## config.mk

```make
export PLATFORM = sky130hd
export DESIGN_NAME = image_bc_adjust
export DESIGN_NICKNAME = d
export VERILOG_FILES = /design/src/rtl/image_bc_adjust.sv
export SDC_FILE = /design/constraint.sdc
export NUM_CORES = 1
export LEC_CHECK = 0
export CAP_MARGIN = 20
export CORE_MARGIN = 2
export CORE_UTILIZATION = 56
export DETAILED_ROUTE_END_ITERATION = 8
export MAX_ROUTING_LAYER = met4
export PLACE_DENSITY = 0.85
export SYNTH_ARGS = -nofsm -noshare
export SYNTH_HDL_FRONTEND = slang
export SYNTH_SLANG_ARGS = --single-unit
```

## constraint.sdc

```tcl
create_clock -name clk -period 5.15 [get_ports clk]
set_clock_uncertainty 0.05 [all_clocks]
set_input_delay 0.515 -clock clk [delete_from_list [all_inputs] [get_ports clk]]
set_output_delay 0.515 -clock clk [all_outputs]
set_load 0.02 [all_outputs]
```

## src/rtl/image_bc_adjust.sv

```systemverilog
// image_bc_adjust - per-pixel contrast gain about MID plus brightness offset,
// saturated to DW bits, over CH channels. Three-stage pipeline with matching
// delay on video timing. Settings are taken through a valid/ready handshake
// and only become active at the next rising edge of i_vs, so that a single
// frame is never split between two sets of settings.
//
// Ports:
//   clk, rst             pixel clock, asynchronous active-high reset
//   i_vs, i_de, i_data   input video timing and pixel (channel k at k*DW)
//   cfg_valid/cfg_ready  settings handshake; cfg_ready is low while pending
//   cfg_bright           brightness code, offset = cfg_bright - BIAS
//   cfg_gain             contrast gain, unsigned with FRAC fractional bits
//   cfg_bypass           pass pixels through unmodified
//   cfg_pending          accepted settings are waiting for a frame start
//   o_vs, o_de, o_data   outputs, delayed by exactly 3 cycles
module image_bc_adjust #(
  parameter int DW   = 8,
  parameter int CH   = 3,
  parameter int GW   = 8,
  parameter int FRAC = 4,
  parameter int BIAS = 100,
  parameter int MID  = 128
) (
  input  logic               clk,
  input  logic               rst,
  input  logic               i_vs,
  input  logic               i_de,
  input  logic [CH*DW-1:0]   i_data,
  input  logic               cfg_valid,
  output logic               cfg_ready,
  input  logic [7:0]         cfg_bright,
  input  logic [GW-1:0]      cfg_gain,
  input  logic               cfg_bypass,
  output logic               cfg_pending,
  output logic               o_vs,
  output logic               o_de,
  output logic [CH*DW-1:0]   o_data
);

  localparam int DDW = DW + 1;        // centred pixel width
  localparam int PW  = DW + GW + 2;   // product width
  localparam int SW  = PW + 1;        // sum width, wide enough to never wrap
  localparam int OW  = 10;            // brightness offset width
  localparam logic signed [SW-1:0] S_MAX = SW'((1 << DW) - 1);

  // Settings: pending slot and active set
  logic          vs_d;
  logic          pending;
  logic [7:0]    pend_bright, act_bright;
  logic [GW-1:0] pend_gain, act_gain;
  logic          pend_bypass, act_bypass;
  logic          frame_start;
  logic          cfg_accept;

  assign frame_start = i_vs & ~vs_d;
  assign cfg_accept  = cfg_valid & ~pending;
  assign cfg_ready   = ~pending;
  assign cfg_pending = pending;

  // Apply and capture are mutually exclusive because capture needs
  // pending=0 and apply needs pending=1; a capture on a frame-start cycle
  // therefore waits for the following frame start.
  always_ff @(posedge clk or posedge rst) begin
    if (rst) begin
      vs_d        <= 1'b0;
      pending     <= 1'b0;
      pend_bright <= '0;
      pend_gain   <= '0;
      pend_bypass <= 1'b0;
      act_bright  <= 8'(BIAS);
      act_gain    <= GW'(1 << FRAC);
      act_bypass  <= 1'b0;
    end else begin
      vs_d <= i_vs;
      if (frame_start && pending) begin
        act_bright <= pend_bright;
        act_gain   <= pend_gain;
        act_bypass <= pend_bypass;
        pending    <= 1'b0;
      end else if (cfg_accept) begin
        pend_bright <= cfg_bright;
        pend_gain   <= cfg_gain;
        pend_bypass <= cfg_bypass;
        pending     <= 1'b1;
      end
    end
  end

  // Pipeline registers
  logic signed [DDW-1:0] d1 [CH];
  logic signed [OW-1:0]  off1, off2;
  logic [GW-1:0]         gain1;
  logic                  byp1, byp2;
  logic [CH*DW-1:0]      raw1, raw2;
  logic                  vs1, vs2, de1, de2;
  logic signed [PW-1:0]  p2 [CH];

  // Settings travel with the pixel so every stage sees the same set.
  always_ff @(posedge clk or posedge rst) begin
    if (rst) begin
      for (int k = 0; k < CH; k++) begin
        d1[k] <= '0;
        p2[k] <= '0;
      end
      off1  <= '0;
      off2  <= '0;
      gain1 <= '0;
      byp1  <= 1'b0;
      byp2  <= 1'b0;
      raw1  <= '0;
      raw2  <= '0;
      vs1   <= 1'b0;
      vs2   <= 1'b0;
      de1   <= 1'b0;
      de2   <= 1'b0;
    end else begin
      for (int k = 0; k < CH; k++) begin
        d1[k] <= $signed({1'b0, i_data[k*DW +: DW]}) - $signed(DDW'(MID));
        p2[k] <= PW'(d1[k]) * $signed(PW'({1'b0, gain1}));
      end
      off1  <= $signed({{(OW-8){1'b0}}, act_bright}) - $signed(OW'(BIAS));
      gain1 <= act_gain;
      byp1  <= act_bypass;
      raw1  <= i_data;
      vs1   <= i_vs;
      de1   <= i_de;
      off2  <= off1;
      byp2  <= byp1;
      raw2  <= raw1;
      vs2   <= vs1;
      de2   <= de1;
    end
  end

  // Stage 3 arithmetic: arithmetic shift floors toward minus infinity,
  // then clamp on the full signed width.
  logic signed [SW-1:0] s3 [CH];
  logic [CH*DW-1:0]     proc;

  always_comb begin
    proc = '0;
    for (int k = 0; k < CH; k++) begin
      s3[k] = (SW'(p2[k]) >>> FRAC) + $signed(SW'(MID)) + SW'(off2);
      if (s3[k][SW-1])
        proc[k*DW +: DW] = '0;
      else if (s3[k] > S_MAX)
        proc[k*DW +: DW] = '1;
      else
        proc[k*DW +: DW] = s3[k][DW-1:0];
    end
  end

  // Blanking data and bypassed pixels pass through bit-exact.
  always_ff @(posedge clk or posedge rst) begin
    if (rst) begin
      o_vs   <= 1'b0;
      o_de   <= 1'b0;
      o_data <= '0;
    end else begin
      o_vs   <= vs2;
      o_de   <= de2;
      o_data <= (de2 && !byp2) ? proc : raw2;
    end
  end

endmodule

```

==> metrics.md, run 1 <==
| Metric | Value |
|---|---|
| DIE WIDTH | `between 150 and 200 um` |
| Worst Path Arrival | `5280 ps` |
| Post-layout nets | `2012` |
| TritonCTS clock tree | `yes` |
| DRT iter0 DRCs | `846` |
| Top cell type's share of synthesized area | `28.8%` |
| Worst Max-Slew Pin Slew | `about 1100 ps` |
| First-pass GRT wire length | `around 58000 um` |
| Fin crit period | `a little under 5000 ps` |
| R2r worst-path depth | `16` |
| Status | `finished clean` |
| Post-synthesis sequential area ratio | `29.5%` |
| Final Wtd Congestion | `0.895` |
| Worst Min Path Start | `off1[4]$_DFF_PP0_` |
| Syn Nets | `1932` |
| Area leader, netlist | `dfrtp_1` |
| Area of the core | `27800 um^2` |
| Clock edge transition at the registers on the reported setup and hold paths | `90 ps` |
| Reg2Reg Setup Slack | `roughly 210 ps` |
| GRT Total Usage | `between 20% and 30%` |
| Synth Area in Compound Gates | `9.16%` |
| Post-synth EDFFs | `0` |
| Setup repair after global routing missed its margin | `false` |
| Hpwl dp | `25700 um` |
| Deepest clock path buffer count | `2` |
| Hold path endpoint | `off2[4]$_DFF_PP0_` |
| Pin count of the biggest net entering global routing | `187` |
| TNS Setup | `0 ps` |
| Antenna viol nets, final | `0` |
| H-tree depth | `4` |
| Routed vias/inst | `5.51` |
| Cts bufs inserted | `17` |
| Port bufs | `73` |
| Hold WS | `293 ps` |
| Root Driver | `clkbuf_16` |
| Crit end category | `register` |
| Critical Path Source Type | `register` |
| Syn avg cell area | `10.3 um^2` |
| WHS Path Cells | `0` |
| Mapped Area | `15800 um^2` |
| Die H | `~170 um` |
| Multiplexer area fraction after synthesis | `between 2 and 3%` |
| Hold Path Class | `register to register` |
| Register bit total from synthesis | `approximately 190` |
| Simple-gate area share of the yosys netlist | `10.6%` |
| Top post-synthesis cells by area | `dfrtp_1, fa_1, ha_1` |
| Sink Count | `about 190` |
| Adder-Cell Fraction of Synth Area | `36.0%` |
| Avg WL per Cell | `17.1 um` |
| Fillers | `2059` |
| Top_reg_cell synth | `dfrtp_1` |
| Req. time, crit path | `5490 ps` |
| Total of max-cap violations | `0` |
| Total grt overflow | `0` |
| FF-to-FF End | `p2[34]$_DFF_PP0_` |
| TritonRoute pass-1 iters | `5` |
| I/O pin cnt | `74` |
| DRT Wirelength | `34400 um` |
| Asr flop ratio synth | `100%` |
| Period utilization | `96.0%` |
| FP Rows | `61` |
| Setup bufs post-CTS | `0` |
| Total die area | `29600 um^2` |
| Worst-Skew Late Latency | `460 ps` |
| Most common cell in the netlist | `inv_1` |
| Area Overhead vs Synth | `11.9%` |
| # setup viols final | `0` |
| F_max | `202 MHz` |
| Synth cell count leaders | `inv_1, dfrtp_1, ha_1` |
| Relative slew slack | `a little under a quarter` |
| Synth unique cells | `63` |
| Crit Path Max Fanout | `24` |
| Final Hold Viols | `0` |
| Placed cell areas | `about 17000 um^2` |
| Syn Inst Count | `1534` |
| Crit path kind | `register to register` |
| Antenna violations before repair | `1` |
| Warnings from Yosys | `0` |
| Synth Area in XOR/XNOR | `under 10%` |
| Cts-stage hold buffer count | `0` |
| Design Area, Final | `17700 um^2` |
| Share of cells above drive strength 1 | `about 6.3%` |
| Via Count | `11100` |
| Final Slew Violations | `0` |
| Largest family of logic cells by synthesized area | `adder cells` |
| Worst reg2reg path startpoint | `gain1[5]$_DFF_PP0_` |
| Initial Utilization | `a little under three fifths` |
| DR DRC count | `0` |
| Vias in the first global route | `between 10000 and 15000` |
[timing repair]
item | 4_1_cts | 5_1_grt
resized for setup | 1 | 5
setup endpoints to repair | 1 | 5
cloned | 0 | 0
pin swaps | 0 | 0
[registers in the layout (all words and copies together) (netlist names), 3 cells and up]
| signal | flops |
|---|---|
| o_data | 24 |
| p2 | 42 |
| act_gain | 8 |
| off2 | 9 |
| d1 | 3 |
| gain1 | 8 |
| raw2 | 24 |
| raw1 | 24 |
| pend_bright | 8 |
| act_bright | 8 |
| pend_gain | 8 |
| off1 | 9 |
[area by class of cell]
class                      instances  area, um^2  share of cell area, %
multi-input combinational        989        9790                   55.4
sequential                       186        4660                   26.4
inverter                         335        1260                   7.14
timing repair buffer              85         833                   4.72
tap                              378         473                   2.68
clock buffer                      17         425                   2.41
clock inverter                    15         213                   1.20
antenna                            1        2.50                 0.0142
[placed cells by master, fill, tap and decap left out, drive strengths merged, types with 5 or more instances in the layout]
master,netlist,final
nor2b,10,10
nand3,20,20
o21ai,36,36
and2,101,101
nand2b,9,9
buf,1,12
a21o,18,18
clkinv,0,5
a21oi,57,57
ha,181,181
fa,171,171
xnor2,51,51
a211oi,13,13
mux2,35,35
clkdlybuf4s50,0,73
a221o,9,9
clkbuf,23,17
o221a,8,8
and3,6,6
xor2,13,13
inv,335,343
nand2,111,111
dfrtp,182,182
nor2,39,39
or3,7,7
o21bai,7,7
a31oi,6,6
o21a,9,9
a22oi,9,9
nor3,11,11
[critical path, stage by stage, from the launching register on]
cell and delay (ps):
dfrtp_1 710, and2_1 350, fa_1 490, inv_1 60
fa_1 520, inv_1 50, fa_1 480, inv_1 50
fa_1 470, inv_1 40, ha_1 310, a21boi_1 160
o21ai_0 250, a21oi_1 130, a41o_1 270, o41ai_1 340
xnor2_1 160
[kinds of logic (layout without fill, tap and decap cells)]
logic type | count (synthesis) | count (layout)
compound gates | 206 | 206
xor+xnor | 64 | 64
fa+ha+maj | 352 | 352
buf+inv | 359 | 452
flops | 186 | 186
mux | 37 | 37
other cells | 0 | 1
simple gates | 330 | 330
[stage by stage]
step           instances  utilization (%)  worst slack, ps
2_1_floorplan       1534                -              563
5_1_grt             2006             63.6             12.5
3_3_place_gp        1973             61.2              407
3_5_place_dp        1973             61.2              132
4_1_cts             2005             63.5             25.6
6_report            2006             63.6              205
[worst max-delay path by stage]
stage                  startpoint          endpoint  slack [ps]  depth (start not counted)
2_1_floorplan  gain1[0]$_DFF_PP0_  p2[34]$_DFF_PP0_         560                         19
4_1_cts        gain1[1]$_DFF_PP0_  p2[53]$_DFF_PP0_          30                         18
3_3_place_gp   gain1[2]$_DFF_PP0_  p2[17]$_DFF_PP0_         410                         18
3_5_place_dp   gain1[2]$_DFF_PP0_  p2[53]$_DFF_PP0_         130                         18
6_report       gain1[5]$_DFF_PP0_  p2[34]$_DFF_PP0_         210                         16
5_1_grt        gain1[4]$_DFF_PP0_  p2[17]$_DFF_PP0_          10                         16
[routing by layer]
layer  up-vias  wire length (um)  GRT usage, %
met1      5507             14600          33.2
met5         -                 0             -
met2       405             16600          42.3
li1       5049                 -             -
met3        94              2210          4.01
met4         0              1040          8.55
Power of run 1 is not shown: default switching activity piles up to over one toggle a cycle in this logic, so the estimate is an artifact.
==> run 2: changes to the inputs <==
- SLEW_MARGIN: default -> 20
==> run 2 against run 1 <==
Via count hardly changed. Global-route usage stayed put. Maximum frequency is 0.62% higher. Critical path depth stayed put. Flip-flop and latch count stayed put. Design area is 0.16% higher.
==> metrics.md, run 2 (same netlist as run 1, synthesis figures left out) <==
| Metric | Value |
|---|---|
| I/O pin cnt | `74 (unchanged)` |
| # setup viols final | `0 (unchanged)` |
| Worst Min Path Start | `off1[4]$_DFF_PP0_` |
| TritonRoute pass-1 iters | `5 (unchanged)` |
| Largest register FFs | `42 (unchanged)` |
| Worst Max-Slew Pin Slew | `956 ps (-193 ps)` |
| DRT Wirelength | `34500 um (+0.46%)` |
| Relative slew slack | `36.1% (+13 points)` |
| Via Count | `11000 (-0.072%)` |
| Cts bufs inserted | `17 (unchanged)` |
| Final Wtd Congestion | `0.895 (unchanged)` |
| H-tree depth | `4 (unchanged)` |
| Port bufs | `73 (unchanged)` |
| Largest register by flop count | `p2` |
| R2r worst-path depth | `16 (unchanged)` |
| Setup repair after global routing missed its margin | `false` |
| FP Rows | `61 (unchanged)` |
| Total grt overflow | `0 (unchanged)` |
| Crit end category | `register` |
| GRT Total Usage | `25.8% (unchanged)` |
| Worst Path Arrival | `5200 ps (-80 ps)` |
| Fin crit period | `4910 ps (-30.3 ps)` |
| Antenna viol nets, final | `0 (unchanged)` |
| Clock edge transition at the registers on the reported setup and hold paths | `90 ps (about the same)` |
| TNS Setup | `0 ps (unchanged)` |
| Period utilization | `95.4% (-0.59 points)` |
| Cts-stage hold buffer count | `0 (unchanged)` |
| Final Hold Viols | `0 (unchanged)` |
| Pin count of the biggest net entering global routing | `187 (unchanged)` |
| DR DRC count | `0 (unchanged)` |
| Area Overhead vs Synth | `12.0%` |
| Req. time, crit path | `5440 ps (-50 ps)` |
| F_max | `203 MHz (+0.62%)` |
| DIE WIDTH | `172 um (unchanged)` |
| Die H | `172 um (unchanged)` |
| Worst reg2reg path startpoint | `gain1[4]$_DFF_PP0_` |
| Worst Setup SP | `gain1[4]$_DFF_PP0_` |
| Antenna violations before repair | `1 (unchanged)` |
| First-pass GRT wire length | `57700 um (unchanged)` |
| Sink Count | `186 (unchanged)` |
| Hold Path Class | `register to register` |
| Crit path kind | `register to register` |
| Crit Path Max Fanout | `15 (-38%)` |
| Area of the core | `27800 um^2 (unchanged)` |
| Share of cells above drive strength 1 | `6.39% (+0.12 points)` |
| Hpwl dp | `25700 um (unchanged)` |
| Avg WL per Cell | `17.2 um (+0.41%)` |
| Commonest non-fill, non-tap cell in the layout | `inv_1` |
| DRT iter0 DRCs | `809 (-4.4%)` |
| Status | `finished clean` |
| Deepest clock path buffer count | `2 (unchanged)` |
| Critical Path Source Type | `register` |
| Reg2Reg Setup Slack | `240 ps (+30 ps)` |
| Vias in the first global route | `11700 (unchanged)` |
| Total die area | `29600 um^2 (unchanged)` |
| Post-layout nets | `2013 (+0.050%)` |
| Total of max-cap violations | `0 (unchanged)` |
| Routed vias/inst | `5.50 (-0.12%)` |
| Initial Utilization | `56.8% (unchanged)` |
| FF-to-FF End | `p2[17]$_DFF_PP0_` |
| TritonCTS clock tree | `yes` |
| Worst-Skew Late Latency | `460 ps (about the same)` |
| Root Driver | `clkbuf_16` |
| Final Slew Violations | `0 (unchanged)` |
| Commonest cells after routing, fill and taps aside | `inv_1, ha_1, dfrtp_1, fa_1, nand2_1` |
| Worst setup path endpoint | `p2[17]$_DFF_PP0_` |
-- run 2: cell count changes in the layout (fill, tap and decap cells not counted) --
cell	change
buf_16	+1
dfrtp_2	+1
dfrtp_1	-1
-- run 2: worst min path at each step --
| stage | end | slack [ps] | cells after the start |
|---|---|---|---|
| after floorplan | byp2$_DFF_PP0_ | 280 | 0 |
| after global placement | o_vs$_DFF_PP0_ | 280 | 0 |
| after detailed placement | off2[5]$_DFF_PP0_ | 290 | 0 |
| after CTS | off2[4]$_DFF_PP0_ | 290 | 0 |
| after global routing | off2[4]$_DFF_PP0_ | 300 | 0 |
| final | off2[4]$_DFF_PP0_ | 290 | 0 |
-- run 2: metrics by stage --
step	util [%]	instances	hold slack [ps]	setup WS (ps)	area [um^2]
4_1_cts	63.5	2005	293	25.6	17700
6_report	63.7	2007	290	235	17700
3_3_place_gp	61.2	1973	282	407	17000
3_5_place_dp	61.2	1973	287	132	17000
2_1_floorplan	-	1534	281	563	15800
5_1_grt	63.7	2007	301	12.5	17700
-- run 2: layer usage --
layer | global-route usage (%) | vias to the layer above | wire length [um]
met1 | 33.2 | 5499 | 14400
met2 | 42.3 | 428 | 17000
met5 | - | - | 0
met4 | 8.55 | 0 | 919
li1 | - | 5044 | -
met3 | 4.01 | 76 | 2220
-- run 2: critical path, stage by stage, from the launching register on --
cell and delay [ps]:
dfrtp_1 590, buf_4 290, and2_1 160, fa_1 410, fa_1 490, inv_1 50, fa_1 500, fa_1 540
inv_1 40, ha_1 320, inv_1 50, o21a_1 200, o21ai_0 390, a211oi_1 180, o31ai_1 280, a21oi_1 120
xnor2_1 130
-- run 2: cell type report --
class | count | area, um^2
fill | 2054 | 10100
multi-input combinational | 989 | 9790
sequential | 186 | 4660
inverter | 335 | 1260
timing repair buffer | 86 | 861
tap | 378 | 473
clock buffer | 17 | 425
clock inverter | 15 | 213
antenna | 1 | 2.50
-- run 2: repair_timing --
item	4_1_cts	5_1_grt
setup buffers	0	0
endpoints found under the setup margin	1	5
resized for setup	1	6
gates cloned	0	0
Power of run 2 is left out for the same reason.
==> run 3: changes to the inputs <==
- CORE_ASPECT_RATIO: default -> 1.1
==> run 3 against run 2 <==
First-iteration DRC count decreased by 31%. Die area about the same. Largest cell class unchanged. Design area decreased by 0.37%. Global-route usage decreased by 0.66 points. Flip-flop and latch count unchanged. Sequential share of layout area increased by 0.11 points. Maximum frequency increased by 0.53%. Critical path depth increased by 2.
==> metrics.md, run 3 (same netlist as run 1, synthesis figures left out) <==
| Metric | Value |
|---|---|
| Status | `finished clean` |
| FP Rows | `64 (+4.9%)` |
| Final Slew Violations | `0 (unchanged)` |
| Port bufs | `73 (unchanged)` |
| Avg WL per Cell | `16.7 um (-2.9%)` |
| DIE WIDTH | `164 um (-4.5%)` |
| Hold Path Class | `register to register` |
| Crit end category | `register` |
| Crit Path Max Fanout | `15 (unchanged)` |
| Total of max-cap violations | `0 (unchanged)` |
| Design Area, Final | `17600 um^2 (-0.37%)` |
| Fin crit period | `4890 ps (-25.8 ps)` |
| Commonest cells after routing, fill and taps aside | `inv_1, ha_1, dfrtp_1, fa_1, nand2_1` |
| Post-layout nets | `2014 (+0.050%)` |
| Largest register FFs | `42 (unchanged)` |
| Placed cell areas | `17000 um^2 (about the same)` |
| Via Count | `10900 (-1.1%)` |
| Final Hold Viols | `0 (unchanged)` |
| First-pass GRT wire length | `57400 um (-0.58%)` |
| Worst Max-Slew Pin Slew | `981 ps (+24.7 ps)` |
| DRT iter0 DRCs | `561 (-31%)` |
| TNS Setup | `0 ps (unchanged)` |
| Cts bufs inserted | `17 (unchanged)` |
| H-tree depth | `4 (unchanged)` |
| # setup viols final | `0 (unchanged)` |
| Clock edge transition at the registers on the reported setup and hold paths | `80 ps (about the same)` |
| I/O pin cnt | `74 (unchanged)` |
| Total grt overflow | `0 (unchanged)` |
| F_max | `205 MHz (+0.53%)` |
| Final Wtd Congestion | `0.865 (-3.3%)` |
| Sink Count | `186 (unchanged)` |
| Critical Path Source Type | `register` |
| Worst-Skew Late Latency | `460 ps (about the same)` |
| Share of cells above drive strength 1 | `6.45% (+0.057 points)` |
| Vias in the first global route | `11800 (+0.59%)` |
| Period utilization | `94.9% (-0.50 points)` |
| Setup bufs post-CTS | `0 (unchanged)` |
| Fillers | `2036 (-0.88%)` |
| Pin count of the biggest net entering global routing | `187 (unchanged)` |
| Relative slew slack | `34.4% (-1.7 points)` |
| Area Overhead vs Synth | `11.6%` |
| Area of the core | `27800 um^2 (about the same)` |
| DRT Wirelength | `33300 um (-3.6%)` |
| Initial Utilization | `56.8% (about the same)` |
| Routed vias/inst | `5.48 (-0.41%)` |
| Die H | `180 um (+4.8%)` |
| Deepest clock path buffer count | `2 (unchanged)` |
| Crit path kind | `register to register` |
| DR DRC count | `0 (unchanged)` |
| Commonest non-fill, non-tap cell in the layout | `inv_1` |
| Total die area | `29600 um^2 (about the same)` |
| Largest register by flop count | `p2` |
| Setup repair after global routing missed its margin | `false` |
| Root Driver | `clkbuf_16` |
| TritonRoute pass-1 iters | `7 (+2)` |
| Antenna viol nets, final | `0 (unchanged)` |
| TritonCTS clock tree | `yes` |
| Req. time, crit path | `5470 ps (+30 ps)` |
| Hpwl dp | `25400 um (-1.0%)` |
| Antenna violations before repair | `0 (-1)` |
| Antenna Cells | `0 (-1)` |
| Worst Path Arrival | `5200 ps (about the same)` |
| GRT Total Usage | `25.2% (-0.66 points)` |
## run 3: cell count changes in the layout (fill, tap and decap cells not counted), sizes merged
cell / change
clkinvlp: +2
inv: -2
buf: +1
bufinv: -1
clkbuf: +1
diode: -1
## run 3: metrics by stage
stage          cells  setup WS [ps]  utilization (%)  hold WS, ps
3_3_place_gp    1960            385             61.2          283
4_1_cts         1992            117             63.4          303
2_1_floorplan   1534            563                -          281
3_5_place_dp    1960            188             61.2          285
5_1_grt         1992           58.7             63.4          309
6_report        1992            261             63.4          301
## run 3: worst max-delay path: stages (launching register included)
cell and delay, ps:
dfrtp_2 530, buf_4 230, and2_1 160, fa_1 500, inv_1 60, fa_1 560
inv_1 70, fa_1 490, inv_1 50, fa_1 490, inv_1 60, ha_1 330
inv_1 100, a21oi_1 60, o21ai_0 300, a21oi_1 150, a41oi_1 270, nor2b_1 190
xnor2_1 140
## run 3: worst paths after layout
check,from,end,slack (ps),cells past startpoint
worst max-delay path,gain1[4]$_DFF_PP0_,p2[14]$_DFF_PP0_,260,18
worst min register to register,de1$_DFF_PP0_,de2$_DFF_PP0_,300,0
worst min-delay path,de1$_DFF_PP0_,de2$_DFF_PP0_,300,0
max in group asynchronous,rst,gain1[0]$_DFF_PP0_,3670,3
worst max register to register,gain1[4]$_DFF_PP0_,p2[14]$_DFF_PP0_,260,18
min in group asynchronous,rst,o_data[7]$_DFF_PP0_,680,3
## run 3: area by class of cell
type | instances | area (um^2) | share of cell area (%)
flip-flops and latches | 186 | 4670 | 26.5
well taps | 363 | 454 | 2.58
clock inverters | 14 | 168 | 0.951
multi-input cells | 989 | 9790 | 55.5
inverters | 335 | 1260 | 7.16
clock buffers | 18 | 439 | 2.49
repair buffers | 87 | 848 | 4.81
## run 3: what timing repair did
item                                    in CTS  in global routing
endpoints found under the setup margin       0                  8
hold buffers                                 0                  0
gates resized for setup                      0                  8
## run 3: routing by layer
metal	global-route usage, %	vias up	wire length, um
met3	3.66	85	1660
li1	-	5061	-
met2	40.3	350	16500
met1	32.5	5424	14000
met4	9.65	0	1160
met5	-	-	0
Power of run 3 is left out for the same reason.
